`src/rtl/pa_upc_pkg.sv`:
```
// Shared definitions for the execute stage: opcodes, the hardwired-zero register
// index and the multiplier FSM state encoding.
package pa_upc_pkg;

    localparam logic [6:0] OP_NOP  = 7'h00;
    localparam logic [6:0] OP_ADD  = 7'h01;
    localparam logic [6:0] OP_SUB  = 7'h02;
    localparam logic [6:0] OP_MUL  = 7'h03;
    localparam logic [6:0] OP_LDB  = 7'h10;
    localparam logic [6:0] OP_LDW  = 7'h11;
    localparam logic [6:0] OP_STB  = 7'h12;
    localparam logic [6:0] OP_STW  = 7'h13;
    localparam logic [6:0] OP_MOV  = 7'h14;
    localparam logic [6:0] OP_BEQ  = 7'h30;
    localparam logic [6:0] OP_JUMP = 7'h31;

    localparam logic [4:0] REG_ZERO = 5'd0;

    typedef enum logic [1:0] {
        MUL_IDLE = 2'd0,
        MUL_BUSY = 2'd1,
        MUL_DONE = 2'd2
    } mul_state_e;

endpackage

```
`src/rtl/iterative_multiplier.sv`:
```
// Shift-and-add multiplier consuming one slice of op_b per cycle; the product is
// presented in DONE, MUL_CYCLES cycles after start is first seen in IDLE.
module iterative_multiplier
    import pa_upc_pkg::*;
#(
    parameter int MUL_CYCLES = 5
) (
    input  logic        clock,
    input  logic        reset,
    input  logic        start,
    input  logic [31:0] op_a,
    input  logic [31:0] op_b,
    output logic        busy,
    output logic        done,
    output logic [31:0] product
);

    localparam int STEPS   = MUL_CYCLES - 1;
    localparam int SLICE_W = 32 / STEPS;
    localparam int CNT_W   = $clog2(STEPS + 1);
    localparam logic [31:0] SLICE_W_L  = 32'(SLICE_W);
    localparam logic [31:0] SLICE_MASK = (SLICE_W == 32) ? 32'hFFFF_FFFF
                                                         : ((32'd1 << SLICE_W) - 32'd1);

    function automatic logic [31:0] mul_step(input logic [31:0] a,
                                             input logic [31:0] b,
                                             input logic [31:0] shamt);
        return (a * ((b >> shamt) & SLICE_MASK)) << shamt;
    endfunction

    mul_state_e        r_state;
    mul_state_e        w_next;
    logic [CNT_W-1:0]  r_cnt;
    logic [31:0]       r_op_a;
    logic [31:0]       r_op_b;
    logic [31:0]       r_acc;
    logic [31:0]       w_shamt;
    logic [31:0]       w_partial;

    // The IDLE cycle already performs slice 0 from the live operands, so the
    // four steps fit in IDLE + three BUSY cycles and DONE lands on cycle five.
    assign w_shamt   = (r_state == MUL_IDLE) ? 32'd0 : (32'(r_cnt) * SLICE_W_L);
    assign w_partial = (r_state == MUL_IDLE) ? mul_step(op_a, op_b, w_shamt)
                                             : mul_step(r_op_a, r_op_b, w_shamt);

    // Next-state logic.
    always_comb begin
        w_next = r_state;
        case (r_state)
            MUL_IDLE: begin
                if (start) begin
                    w_next = (STEPS == 1) ? MUL_DONE : MUL_BUSY;
                end else begin
                    w_next = MUL_IDLE;
                end
            end
            MUL_BUSY: begin
                if (r_cnt == CNT_W'(STEPS - 1)) begin
                    w_next = MUL_DONE;
                end else begin
                    w_next = MUL_BUSY;
                end
            end
            MUL_DONE: w_next = MUL_IDLE;
            default:  w_next = MUL_IDLE;
        endcase
    end

    // State register, operand latches, step counter and accumulator.
    always_ff @(posedge clock) begin
        if (reset) begin
            r_state <= MUL_IDLE;
            r_cnt   <= '0;
            r_op_a  <= 32'd0;
            r_op_b  <= 32'd0;
            r_acc   <= 32'd0;
        end else begin
            r_state <= w_next;
            case (r_state)
                MUL_IDLE: begin
                    if (start) begin
                        r_op_a <= op_a;
                        r_op_b <= op_b;
                        r_acc  <= w_partial;
                        r_cnt  <= CNT_W'(1);
                    end
                end
                MUL_BUSY: begin
                    r_acc <= r_acc + w_partial;
                    r_cnt <= r_cnt + CNT_W'(1);
                end
                default: begin
                    r_cnt <= r_cnt;
                end
            endcase
        end
    end

    assign busy    = (r_state == MUL_BUSY);
    assign done    = (r_state == MUL_DONE);
    assign product = r_acc;

endmodule

```
`src/rtl/execute_stage.sv`:
```
// Execute stage: operand forwarding, ALU, address generation, branch resolution,
// and stall generation around the iterative multiplier.
module execute_stage
    import pa_upc_pkg::*;
#(
    parameter int MUL_CYCLES = 5
) (
    input  logic        clock,
    input  logic        reset,
    input  logic [31:0] x_pc,
    input  logic [6:0]  x_opcode,
    input  logic [4:0]  x_src_reg_1,
    input  logic [4:0]  x_src_reg_2,
    input  logic [31:0] x_read_data_1,
    input  logic [31:0] x_read_data_2,
    input  logic [31:0] x_mem_offset,
    input  logic [31:0] x_brn_offset,
    input  logic [19:0] x_jmp_offset,
    input  logic        x_alu_imm_src,
    input  logic        m_reg_write,
    input  logic [4:0]  m_dst_reg,
    input  logic [31:0] m_alu_result,
    input  logic        w_reg_write,
    input  logic [4:0]  w_dst_reg,
    input  logic [31:0] w_write_data,
    output logic        x_stall,
    output logic [31:0] x_alu_result,
    output logic [31:0] x_store_data,
    output logic        x_branch_taken,
    output logic [31:0] x_branch_target
);

    // Memory stage has priority: it holds the younger write to the register.
    function automatic logic [31:0] fwd(input logic [4:0] src, input logic [31:0] rf_data);
        if ((src != REG_ZERO) && m_reg_write && (m_dst_reg == src)) begin
            return m_alu_result;
        end else if ((src != REG_ZERO) && w_reg_write && (w_dst_reg == src)) begin
            return w_write_data;
        end else begin
            return rf_data;
        end
    endfunction

    logic [31:0] w_op1;
    logic [31:0] w_op2;
    logic [31:0] w_op_b;
    logic [31:0] w_jmp_ext;
    logic        w_is_mul;
    logic        w_mul_busy;
    logic        w_mul_done;
    logic [31:0] w_product;
    logic [31:0] w_result;
    logic        w_taken;
    logic [31:0] w_target;

    assign w_op1     = fwd(x_src_reg_1, x_read_data_1);
    assign w_op2     = fwd(x_src_reg_2, x_read_data_2);
    assign w_op_b    = x_alu_imm_src ? x_mem_offset : w_op2;
    assign w_jmp_ext = {{12{x_jmp_offset[19]}}, x_jmp_offset};
    assign w_is_mul  = (x_opcode == OP_MUL);

    iterative_multiplier #(
        .MUL_CYCLES (MUL_CYCLES)
    ) u_mul (
        .clock   (clock),
        .reset   (reset),
        .start   (w_is_mul),
        .op_a    (w_op1),
        .op_b    (w_op2),
        .busy    (w_mul_busy),
        .done    (w_mul_done),
        .product (w_product)
    );

    // ALU, address and branch resolution, all combinational.
    always_comb begin
        w_result = 32'd0;
        w_taken  = 1'b0;
        w_target = 32'd0;
        case (x_opcode)
            OP_ADD: w_result = w_op1 + w_op_b;
            OP_SUB: w_result = w_op1 - w_op_b;
            OP_MUL: begin
                if (w_mul_done) begin
                    w_result = w_product;
                end else begin
                    w_result = 32'd0;
                end
            end
            OP_LDB, OP_LDW, OP_STB, OP_STW: w_result = w_op1 + x_mem_offset;
            OP_MOV: w_result = w_op2;
            OP_BEQ: begin
                w_taken  = (w_op1 == w_op2);
                w_target = x_pc + x_brn_offset;
            end
            OP_JUMP: begin
                w_taken  = 1'b1;
                w_target = x_pc + w_jmp_ext;
            end
            default: w_result = 32'd0;
        endcase
    end

    // A MUL seen in IDLE stalls immediately; DONE releases the pipeline.
    assign x_stall         = ~reset & (w_mul_busy | (w_is_mul & ~w_mul_done));
    assign x_alu_result    = reset ? 32'd0 : w_result;
    assign x_store_data    = reset ? 32'd0 : w_op2;
    assign x_branch_taken  = ~reset & w_taken;
    assign x_branch_target = reset ? 32'd0 : w_target;

endmodule
```
`config.mk`:
```
export PLATFORM = sky130hd
export DESIGN_NAME = execute_stage
export DESIGN_NICKNAME = d
export VERILOG_FILES = /design/src/rtl/pa_upc_pkg.sv /design/src/rtl/iterative_multiplier.sv /design/src/rtl/execute_stage.sv
export SDC_FILE = /design/constraint.sdc
export NUM_CORES = 2
export LEC_CHECK = 0
export CAP_MARGIN = 20
export CORE_ASPECT_RATIO = 1.1
export CORE_MARGIN = 2
export CORE_UTILIZATION = 55
export DETAILED_ROUTE_END_ITERATION = 8
export MAX_ROUTING_LAYER = met4
export PLACE_DENSITY_LB_ADDON = 0.25
export SYNTH_ARGS = -nofsm -noshare
export SYNTH_HDL_FRONTEND = slang
export SYNTH_SLANG_ARGS = --single-unit
```
`constraint.sdc`:
```
create_clock -name clock -period 14.1 [get_ports clock]
set_clock_uncertainty 0.2 [all_clocks]
set_input_delay 2.82 -clock clock [delete_from_list [all_inputs] [get_ports clock]]
set_output_delay 2.82 -clock clock [all_outputs]
set_load 0.01 [all_outputs]
```
==> summary.md <==
| Metric | Value |
|---|---|
| Worst slew margin | 22.8% |
| Drt first pass iters | 9 |
| Die X-Extent | between 200 and 250 um |
| Skew-Pair Late Insertion Delay | about 0.38 ns |
| Reg power frac | between 6 and 7% |
| RSZ-0062 raised after global routing | no |
| WL/cell | between 20 and 30 um |
| Starting DRT DRC Count | approximately 4,100 |
| Hold Path Class | flip-flop to flip-flop |
| Vias per inst | 6.45 |
| Vias in the first global route | 29,300 |
| CTS Buffer Depth | 2 |
| Largest net degree at the start of global routing | 76 |
| Combinational Power Share | 87.8% |
| Max VDD drop | 0.260 mV |
| Sw Pwr | roughly 2.7 mW |
| GP Congestion | ~1.1 |
| Internal power | just under 2 mW |
| Post-route DRC | 0 |
| Io pins | about 370 |
| Post-route non-filler standard cell count | about 4,600 |
| Pwr Density | 144 mW/mm2 |
| H-tree depth reported by CTS | 3 |
| Root Driver | clkbuf_16 |
| Inst Count DP | 4,627 |
| CP Launch Type | input port |
| Crit end category | output port |
| Setup violators final | 0 |
| Core area | 0.0499 mm2 |
| EDFF count, synth | 0 |
| Synth Flop Type | dfxtp_1 |
| Total Wirelength | approximately 120 mm |
| # hold bufs at CTS | 0 |
| Syn avg cell area | roughly 7.5 um2 |
| Hpwl dp | about 93 mm |
| Syn-to-layout area delta | 18.1% |
| Share of synthesized registers carrying an async set or reset | 0% |
| Starting Density | 55.6% |
| Inserted Clock Buffers | 9 |
| Die Y | 240 um |
| Total number of vias | between 30,000 and 40,000 |
| Gr ovfl total | 0 |
| Overall die area | 0.0523 mm2 |
| Mapped Nets | roughly 4,500 |
| Max_cap viols | 0 |
| Crit Path Max Fanout | 49 |
| Final net count | 4,747 |
| Final period utilization | 96.5% |
| Switching share of power | 58.3% |
| Crit path time final | between 10 and 15 ns |
| Clock power share | 5.8% |
| Slew @ Worst Pin | 1.15 ns |
| Setup_tns | 0 ns |
| Yosys warning count | 0 |
| Max Transition Viols Final | 0 |
| Mapped Cells | about 3,700 |
| Total GRT Usage | roughly 46% |
| Initial antenna violation count | 3 |
| Crit path kind | input port to output port |
| Final Hold Fails | 0 |
| Worst endpoint required time | 11.08 ns |
| TritonCTS Sinks | around 100 |
| Distinct cells, synth | 93 |
| Clk slew on worst S/H paths | 0.08 ns |
| Max Clock Freq | approximately 74 MHz |
| Num rows | 86 |
| Pleak | 13.4 nW |
| Syn Std Cell Area | 0.0278 mm2 |
| Worst EP arrival | 10.58 ns |
| Most frequent cells in the layout | 472 x nor2_1, 427 x nand2_1, 371 x clkdlybuf4s50_1 |
| Most common cell after layout, fill and taps aside | nor2_1 |
| TritonCTS clock tree | done |
| Share of layout cells above drive strength 1 | 5.47% |
| Post-route ant nets | 0 |
| Port buffer count | between 300 and 400 |
| Status | finished clean |
| Sequential cell area fraction in the yosys report | ~7.3% |
| Synth Register Bits | 101 |
| Global-route wire length before repair | 176 mm |
-- routing by layer --
metal	routed length [um]	up-vias	track usage, %
li1	-	13200	-
met1	43300	14300	55.8
met2	50200	1971	67.7
met3	13200	488	9.43
met4	10000	0	32.4
met5	0	-	-
-- Yosys cell counts (33+ instances only) --
master / count / area (um2)
ha_1: 176 / 2200
and2_1: 133 / 832
buf_1: 33 / 124
a21o_1: 101 / 758
o21a_1: 44 / 330
a31oi_1: 43 / 269
xor2_1: 66 / 578
a22oi_1: 38 / 285
a222oi_1: 40 / 400
nand2_1: 428 / 1610
o21ai_0: 127 / 636
nand4_1: 45 / 282
nand3_1: 42 / 210
clkbuf_1: 173 / 649
a21oi_1: 246 / 1230
o31ai_1: 39 / 293
mux2i_1: 61 / 611
a211oi_1: 34 / 255
inv_1: 336 / 1260
nor2_1: 475 / 1780
xnor2_1: 145 / 1270
fa_1: 315 / 6310
dfxtp_1: 101 / 2020
nor3_1: 79 / 395
-- flip-flops by register name, summed over array words and instances (netlist names) --
register and cells:
u_mul.product 32, u_mul.r_cnt 3, u_mul.r_op_a 32, u_mul.r_op_b 32, u_mul.r_state 2
-- power groups by stage --
stage	clock (mW)	sequential, mW	combinational [mW]
2_1_floorplan	0	0.301	2.59
3_3_place_gp	0	0.306	3.89
3_5_place_dp	0	0.306	3.91
4_1_cts	0.271	0.300	3.94
5_1_grt	0.282	0.300	4.38
6_report	0.273	0.301	4.14
-- final timing paths --
check	depth (start not counted)	to	slack, ns	from
hold / removal	2	u_mul.r_op_b[8]$_SDFFE_PP0P_	0.25	u_mul.r_op_b[8]$_SDFFE_PP0P_
hold reg to reg	2	u_mul.r_op_b[8]$_SDFFE_PP0P_	0.25	u_mul.r_op_b[8]$_SDFFE_PP0P_
setup reg to reg	38	u_mul.product[30]$_SDFFE_PP0P_	3.41	u_mul.r_state[0]$_SDFF_PP0_
setup / recovery	28	x_alu_result[31]	0.50	x_src_reg_2[3]
-- per-stage QoR --
| stage | util (%) | power [mW] | area, um2 | worst slack (ns) | hold slack [ns] |
|---|---|---|---|---|---|
| final | 65.6 | 4.71 | 32800 | 0.499 | 0.254 |
| after global routing | 65.6 | 4.96 | 32800 | 0.0262 | 0.280 |
| after CTS | 65.6 | 4.51 | 32700 | 0.455 | 0.254 |
| after detailed placement | 64.9 | 4.22 | 32400 | 0.182 | 0.243 |
| after global placement | 64.9 | 4.19 | 32400 | 0.350 | 0.237 |
| after floorplan | - | 2.89 | 27800 | 1.89 | 0.231 |
-- logic make-up (layout without fill, tap and decap cells) --
group	count (synthesis)	after routing	share of synthesized area (%)
other	0	4	0
muxes	88	88	3.30
AOI/OAI and AO/OA	904	904	22.0
and+or+nand+nor	1344	1344	22.0
buffers and inverters	558	840	7.64
xor gates and xnor gates	217	217	7.15
adders and majority gates	491	491	30.7
DFF	101	101	7.29
-- critical path, cell delays in order --
cell,delay [ns]
clkdlybuf4s50_1,0.47
or4_4,0.60
o211ai_4,0.18
or2_2,0.31
buf_12,0.26
a31oi_1,0.22
mux2i_1,0.34
ha_1,0.31
o211ai_1,0.26
nor3_2,0.55
o211ai_1,0.22
nand2_1,0.15
xnor2_1,0.07
a22oi_1,0.13
o21ai_0,0.19
ha_1,0.41
and4_1,0.24
nand3_1,0.09
nor3_1,0.28
o31ai_1,0.18
o21ai_1,0.37
a31oi_1,0.17
a211oi_1,0.35
a31o_2,0.24
nor3_1,0.05
a2111oi_0,0.38
o21ai_0,0.18
clkdlybuf4s50_1,0.55
-- cell type report --
cell class,instances,area (um2)
clock buffers,9,225
diodes,4,10.0
flip-flops and latches,101,2020
well taps,660,826
repair buffers,485,4590
inverters,339,1270
multi-input cells,3044,23700
clock inverters,7,87.6
fillers,4490,17200
-- what timing repair did --
item                       4_1_cts  5_1_grt
setup endpoints to repair        0        5
hold endpoints to repair         0        0
resized for setup                0        6
setup buffers                    0        2
Note: power is estimated with default switching activity, not from simulation.
